[src/rtl/pipe_adder_pkg.sv]
// Shared definitions for pipe_adder: slice-width derivation, parameter
// legality check, and per-stage record field widths.
package pipe_adder_pkg;

  // Bits added per pipeline stage.
  function automatic int unsigned slice_width(input int unsigned width,
                                              input int unsigned stages);
    return (stages == 0) ? 1 : width / stages;
  endfunction

  // Legal only when WIDTH splits evenly into STAGES non-empty slices.
  function automatic bit params_ok(input int unsigned width,
                                   input int unsigned stages);
    return (width >= 1) && (stages >= 1) && (stages <= width) &&
           ((width % stages) == 0);
  endfunction

  // Sum bits already valid after stage idx.
  function automatic int unsigned sum_width(input int unsigned slice,
                                            input int unsigned idx);
    return (idx + 1) * slice;
  endfunction

  // Operand bits still to be consumed after stage idx.
  function automatic int unsigned rem_width(input int unsigned width,
                                            input int unsigned slice,
                                            input int unsigned idx);
    return width - sum_width(slice, idx);
  endfunction

endpackage

[src/rtl/pipe_adder_slice.sv]
// One registered stage of pipe_adder: adds slice IDX of the operands with the
// incoming carry, keeps the partial sum and forwards the operands.
//   clk, rst          : clock, async active-high reset
//   en                : stage advances this cycle
//   up_valid/up_carry : upstream beat flag and carry
//   up_sum/up_a/up_b  : upstream partial sum and operands
//   valid/carry       : registered beat flag and slice carry out
//   sum/a_pass/b_pass : registered partial sum and forwarded operands
module adder_slice
  import pipe_adder_pkg::*;
#(
  parameter int unsigned SLICE = 4,
  parameter int unsigned WIDTH = 8,
  parameter int unsigned IDX   = 0
) (
  input  logic             clk,
  input  logic             rst,
  input  logic             en,
  input  logic             up_valid,
  input  logic             up_carry,
  input  logic [WIDTH-1:0] up_sum,
  input  logic [WIDTH-1:0] up_a,
  input  logic [WIDTH-1:0] up_b,
  output logic             valid,
  output logic             carry,
  output logic [WIDTH-1:0] sum,
  output logic [WIDTH-1:0] a_pass,
  output logic [WIDTH-1:0] b_pass
);

  localparam int unsigned LO = IDX * SLICE;

  logic [SLICE:0]   add_c;
  logic [WIDTH-1:0] sum_next;

  // Slice add; lower slices are copied, upper slices are still zero.
  always_comb begin
    add_c    = {1'b0, up_a[LO +: SLICE]} + {1'b0, up_b[LO +: SLICE]} +
               (SLICE+1)'(up_carry);
    sum_next = up_sum;
    sum_next[LO +: SLICE] = add_c[SLICE-1:0];
  end

  // Stage register; data only captured for a real beat.
  always_ff @(posedge clk or posedge rst) begin
    if (rst) begin
      valid  <= 1'b0;
      carry  <= 1'b0;
      sum    <= '0;
      a_pass <= '0;
      b_pass <= '0;
    end else if (en) begin
      valid <= up_valid;
      if (up_valid) begin
        carry  <= add_c[SLICE];
        sum    <= sum_next;
        a_pass <= up_a;
        b_pass <= up_b;
      end
    end
  end

endmodule

[src/rtl/pipe_adder.sv]
// Pipelined ripple-carry adder with valid/ready on both sides. The WIDTH-bit
// add is split into STAGES equal slices, one per registered stage.
//   clk, rst            : clock, async active-high reset
//   in_valid/in_ready   : operand handshake (in_ready is combinational)
//   a, b, ci            : operands and carry in
//   out_valid/out_ready : result handshake
//   s, co, ov           : sum, unsigned carry out, signed overflow
module pipe_adder
  import pipe_adder_pkg::*;
#(
  parameter int unsigned WIDTH  = 8,
  parameter int unsigned STAGES = 2
) (
  input  logic             clk,
  input  logic             rst,
  input  logic             in_valid,
  output logic             in_ready,
  input  logic [WIDTH-1:0] a,
  input  logic [WIDTH-1:0] b,
  input  logic             ci,
  output logic             out_valid,
  input  logic             out_ready,
  output logic [WIDTH-1:0] s,
  output logic             co,
  output logic             ov
);

  localparam int unsigned SLICE = slice_width(WIDTH, STAGES);
  localparam int unsigned LAST  = STAGES - 1;

  if (!params_ok(WIDTH, STAGES)) begin : g_bad_params
    $error("pipe_adder: WIDTH must be a non-zero multiple of STAGES");
  end

  logic [STAGES-1:0] v;
  logic [STAGES-1:0] c;
  logic [STAGES-1:0] adv;
  logic [WIDTH-1:0]  sum_q [STAGES];
  logic [WIDTH-1:0]  a_q   [STAGES];
  logic [WIDTH-1:0]  b_q   [STAGES];
  logic              chain;

  // Ready chain: a stage may move when it is empty or its successor moves.
  always_comb begin
    adv   = '0;
    chain = out_ready;
    for (int k = int'(STAGES) - 1; k >= 0; k--) begin
      chain  = !v[k] | chain;
      adv[k] = chain;
    end
  end

  assign in_ready = !rst & adv[0];

  for (genvar k = 0; k < int'(STAGES); k++) begin : g_stage
    logic             up_valid;
    logic             up_carry;
    logic [WIDTH-1:0] up_sum;
    logic [WIDTH-1:0] up_a;
    logic [WIDTH-1:0] up_b;

    if (k == 0) begin : g_first
      assign up_valid = in_valid;
      assign up_carry = ci;
      assign up_sum   = '0;
      assign up_a     = a;
      assign up_b     = b;
    end else begin : g_next
      assign up_valid = v[k-1];
      assign up_carry = c[k-1];
      assign up_sum   = sum_q[k-1];
      assign up_a     = a_q[k-1];
      assign up_b     = b_q[k-1];
    end

    adder_slice #(
      .SLICE (SLICE),
      .WIDTH (WIDTH),
      .IDX   (k)
    ) u_slice (
      .clk      (clk),
      .rst      (rst),
      .en       (adv[k]),
      .up_valid (up_valid),
      .up_carry (up_carry),
      .up_sum   (up_sum),
      .up_a     (up_a),
      .up_b     (up_b),
      .valid    (v[k]),
      .carry    (c[k]),
      .sum      (sum_q[k]),
      .a_pass   (a_q[k]),
      .b_pass   (b_q[k])
    );
  end

  // Result taken straight from the last stage registers.
  assign out_valid = v[LAST];
  assign s         = sum_q[LAST];
  assign co        = c[LAST];
  assign ov        = (a_q[LAST][WIDTH-1] == b_q[LAST][WIDTH-1]) &
                     (sum_q[LAST][WIDTH-1] != a_q[LAST][WIDTH-1]);

endmodule

[config.mk]
export PLATFORM = sky130hd
export DESIGN_NAME = pipe_adder
export DESIGN_NICKNAME = d
export VERILOG_FILES = /design/src/rtl/pipe_adder_pkg.sv /design/src/rtl/pipe_adder_slice.sv /design/src/rtl/pipe_adder.sv
export SDC_FILE = /design/constraint.sdc
export NUM_CORES = 1
export LEC_CHECK = 0
export CORE_MARGIN = 4
export CORE_UTILIZATION = 30
export DETAILED_ROUTE_END_ITERATION = 8
export GPL_TIMING_DRIVEN = 0
export SYNTH_ARGS = -nofsm -noshare
export SYNTH_HDL_FRONTEND = slang
export SYNTH_SLANG_ARGS = --single-unit
[constraint.sdc]
create_clock -name clk -period 2 [get_ports clk]
set_input_delay 0.4 -clock clk [delete_from_list [all_inputs] [get_ports clk]]
set_output_delay 0.4 -clock clk [all_outputs]
set_load 0.005 [all_outputs]
* Word level (Yosys, flattened, before mapping) *
Index checks and enable logic that the tools add are counted.

cells by class
  $add $sub $neg = 4
  eq/ne operators = 2
  bitwise logic cells = 4
  reduce and logical (&&, ||, !) cells = 5

operators by type and width
  kind               count
  $add A4 B4 Y5      2
  $add A5 B1 Y5      2
  $reduce_and A2 Y1  2
  $logic_not A1 Y1   3
  $and A1 B1 Y1      2
  $or A1 B1 Y1       2
  $eq A1 B1 Y1       1
  $ne A1 B1 Y1       1

word-level totals
  register bits after elaboration = 48
  input port bits = 21
  output and inout bits = 12
  logic and storage cells = 25

* Longest topological paths before layout *
  word-level depth = 4
  gate-level depth with buffers = 6
  gate-level depth less buffers = 6

* Modules after synthesis *
From an unflattened synthesis, not the netlist that was laid out.

unflattened totals
  cells, all modules = 171
  area total of the unflattened synthesis = 2312.2 µm²

by module, submodules not included
  module       instances  cells an instance  area each (µm²)  sequential area each (µm²)
  adder_slice  2          82                 1126.1           650.6
  pipe_adder   1          7                  60.1             0.0

* Worst setup path before layout *
No wires, ideal clock.

  kind = input to output
  start = in rst
  end = out in_ready
  data arrival time = 1.195 ns
  data required time = 1.600 ns
  slack = 0.405 ns
  stages = 2
  path buffers = 0
  cells stage by stage = inv_1 and2_1

on the way
  cells in the longest elaborated chain, start to end = 2

ends and longest elaborated chain
  item                               line              RTL
  start: declaration                 pipe_adder.sv:15  input logic rst,
  $logic_not A1 Y1 (no source line)  n/a
  $and A1 B1 Y1                      pipe_adder.sv:53  assign in_ready = !rst & adv[0];
  end: declaration                   pipe_adder.sv:17  output logic in_ready,

Every way passes these cells.

* Final worst setup path *
  start = in out_ready
  end = out in_ready

on the way
  cells in the longest elaborated chain, start to end = 3

ends and longest elaborated chain
  item                        line              RTL
  start: declaration          pipe_adder.sv:22  input logic out_ready,
  $or A1 B1 Y1 (2 in series)  pipe_adder.sv:48  chain = !v[k] | chain;
  $and A1 B1 Y1               pipe_adder.sv:53

Every way passes these cells.

==> summary.md <==
| Metric | Value |
|---|---|
| CTS root buf | clkbuf_8 |
| Final period util | 90.9% |
| Initial Utilization | a little under a third |
| R2R setup slack | between 0.3 and 0.4 ns |
| Commonest non-fill, non-tap cells in the layout | clkdlybuf4s50_1 (30), dfrtp_1 (26), mux2_2 (10) |
| Sequential element share of the synthesized area | between 40% and 50% |
| Actual slew at the worst max-slew pin | approximately 0.65 ns |
| Drt pass-1 iters | 4 |
| Routed Antenna Nets | 0 |
| VDD IR max | between 0.2 and 0.3 mV |
| Slowest CP cell | clkdlybuf4s50_1 |
| CTS tree | yes |
| Most used DFF post-synth | dfrtp_1 |
| IO Pins | 33 |
| Post-synth EDFFs | 0 |
| Area grow syn2layout | 33.3% |
| Worst skew pair latency | ~0.27 ns |
| FFs w/ async S/R, synth | 100% |
| CP endpoint kind | primary output |
| Chip Width | 74.9 µm |
| Largest net degree at the start of global routing | 14 |
| Setup CP Type | in -> out |
| Final max-slew violation count | 0 |
| Clk_skew | ~0.0053 ns |
| Die Area | ~0.0056 mm² |
| Vias per cell | about 4.6 |
| Pleak | about 0.78 nW |
| Gr usage total | a little over a tenth |
| Routability cong. | around 0.78 |
| Slowest cell delay on critical path | 0.42 ns |
| Non-Filler Instances | slightly below 200 |
| Worst Path Arrival | between 1 and 1.5 ns |
| Detailed placer's ending HPWL | ~2000 µm |
| Syn nets | 137 |
| First-pass GRT wire length | 4530 µm |
| Post-layout minimum cycle time | about 1.8 ns |
| Reg-to-reg endpoint | g_stage[1].u_slice.carry$_DFFE_PP0P_ |
| Final setup TNS | 0 ns |
| Num CTS Buffers | 3 |
| DRC | 0 |
| Core Region | ~0.0044 mm² |
| # Max-Cap Violations | 0 |
| Commonest non-fill, non-tap cell in the layout | clkdlybuf4s50_1 |
| Hold crit path type | in -> async |
| Final hold violations | 0 |
| Syn Inst Count | approximately 110 |
| DR iter-0 viols | 18 |
| Clock Sinks | 26 |
| Core Util, Final | about two fifths |
| Diodes inserted | 0 |
| Yosys reg bits | 26 |
| RR Startpoint | g_stage[0].u_slice.a_pass[4]$_DFFE_PP0P_ |
| YS warnings | 0 |
| Clk buf depth | 2 |
| Wire per inst | around 14 µm |
| Mapped cell area | 0.00134 mm² |
| Hold Buf Count CTS | 0 |
| Fmax | 0.550 GHz |
| Path depth of the worst reg2reg path | 6 |
| Synth area leader | dfrtp_1 |
| Vias after detailed routing | around 900 |
| Fin Hold WS | approximately 0.37 ns |
| FP Rows | 24 |
| Final setup fails | 0 |
| Post-synth cell types | 27 |
| Mean post-synth cell area | roughly 13 µm² |
| Port buffer count | 32 |
| Share of layout cells above drive strength 1 | 20.8% |
| Largest delay share family, worst path | buffers and inverters |
| Buf/Inv on CP | 2 |
| Chip height | about 75 µm |
| Unrepaired setup endpoints after global routing | false |
| Top cells by area, synth | dfrtp_1 (48%), mux2_2 (8.4%), mux2_4 (6.7%) |
| Synth top area share | about half |
| Antenna violations before repair | 0 |
| Critical Path RT | approximately 1.6 ns |
| Clock transition at the registers of the reported paths | around 0.09 ns |
| Final #Nets | ~180 |
| Drt total wl | approximately 2700 µm |
| Relative slew slack | 56.7% |
| Status | complete, no violations |
| CP Cell Sequence | clkdlybuf4s50_1 > nand3b_4 > and2_1 > dlygate4sd2_1 |
| GR Overflow Total | 0 |
| Crit path launch type | input port |
| Fill cell count | 412 |
| Post-Place Cells | 190 |
| Crit-path max FO | 2 |
| Vias in the first global route | 983 |
| PD cells | 885 mW/mm² |
| H-tree levels | 1 |
==> layer usage <==
metal	vias to the layer above	global-route usage (%)	share of wire [%]
met5	-	0	0
met4	0	2.96	0.99
met3	4	2.40	6.1
met2	23	17.9	47
met1	440	13.9	46
li1	443	-	-
==> final cells by class <==
cell class,instances,area [µm²],area share [%]
inverters,9,37.5,2.09
flip-flops and latches,26,651,36.3
plain buffers,3,26.3,1.47
clock buffers,3,41.3,2.30
repair inverters,1,5.00,0.279
well taps,52,65.1,3.63
multi-input cells,68,633,35.3
repair buffers,34,333,18.6
==> tightest hold or removal path, stage by stage <==
cell	delay, ns
dlygate4sd2_1	0.29
clkinvlp_4	0.10
buf_4	0.22
==> how the worst max path moves through the flow <==
stage | depth (start not counted) | to | startpoint
6_report | 4 | in_ready | out_ready
5_1_grt | 4 | ov | g_stage[1].u_slice.b_pass[7]$_DFFE_PP0P_
4_1_cts | 4 | in_ready | out_ready
3_5_place_dp | 4 | in_ready | rst
3_3_place_gp | 4 | in_ready | rst
2_1_floorplan | 2 | in_ready | rst
==> cell usage after synthesis (3+ instances only) <==
cell and instances:
dfrtp_1 26, mux2_2 10, inv_1 9, a21oi_1 7, ha_1 6, mux2_4 6
o21ai_0 5, fa_1 4, nand3_1 4, nand2_1 3
==> logic make-up (layout without fill, tap and decap cells) <==
family	count (synthesis)	in the layout	synth area share [%]
buf+inv	12	50	4.47
flops	26	26	48.4
fa+ha+maj	10	10	11.5
mux	16	16	15.1
xor+xnor	2	2	1.30
simple gates	19	19	9.40
compound gates	21	21	9.78
==> power breakdown <==
group	leakage [nW]	switching [W]	internal (W)	total [W]
registers	0.301	0.0000797	0.000657	0.000736
clock network	0.0216	0.000155	0.000135	0.000290
logic	0.456	0.000195	0.000366	0.000560
total	0.778	0.000430	0.00116	0.00159
==> state kept, by name (all words and copies together), names as in the netlist <==
signal and cells:
g_stage.u_slice.sum 12, g_stage.u_slice.carry 2, g_stage.u_slice.valid 2, g_stage.u_slice.b_pass 5, g_stage.u_slice.a_pass 5
==> metrics by stage <==
stage	worst slack (ns)	instance area [µm²]	power (W)
floorplan	0.405	1340	0.00103
CTS	0.174	1790	0.00161
global route	0.0651	1790	0.00170
global placement	-0.726	1730	0.00130
finish	0.181	1790	0.00159
detailed placement	-0.758	1730	0.00131
==> repair_timing <==
item,CTS,global route
endpoints found under the setup margin,1,0
setup buffers,2,0
resized for setup,3,0
(Power assumes the default switching activity.)
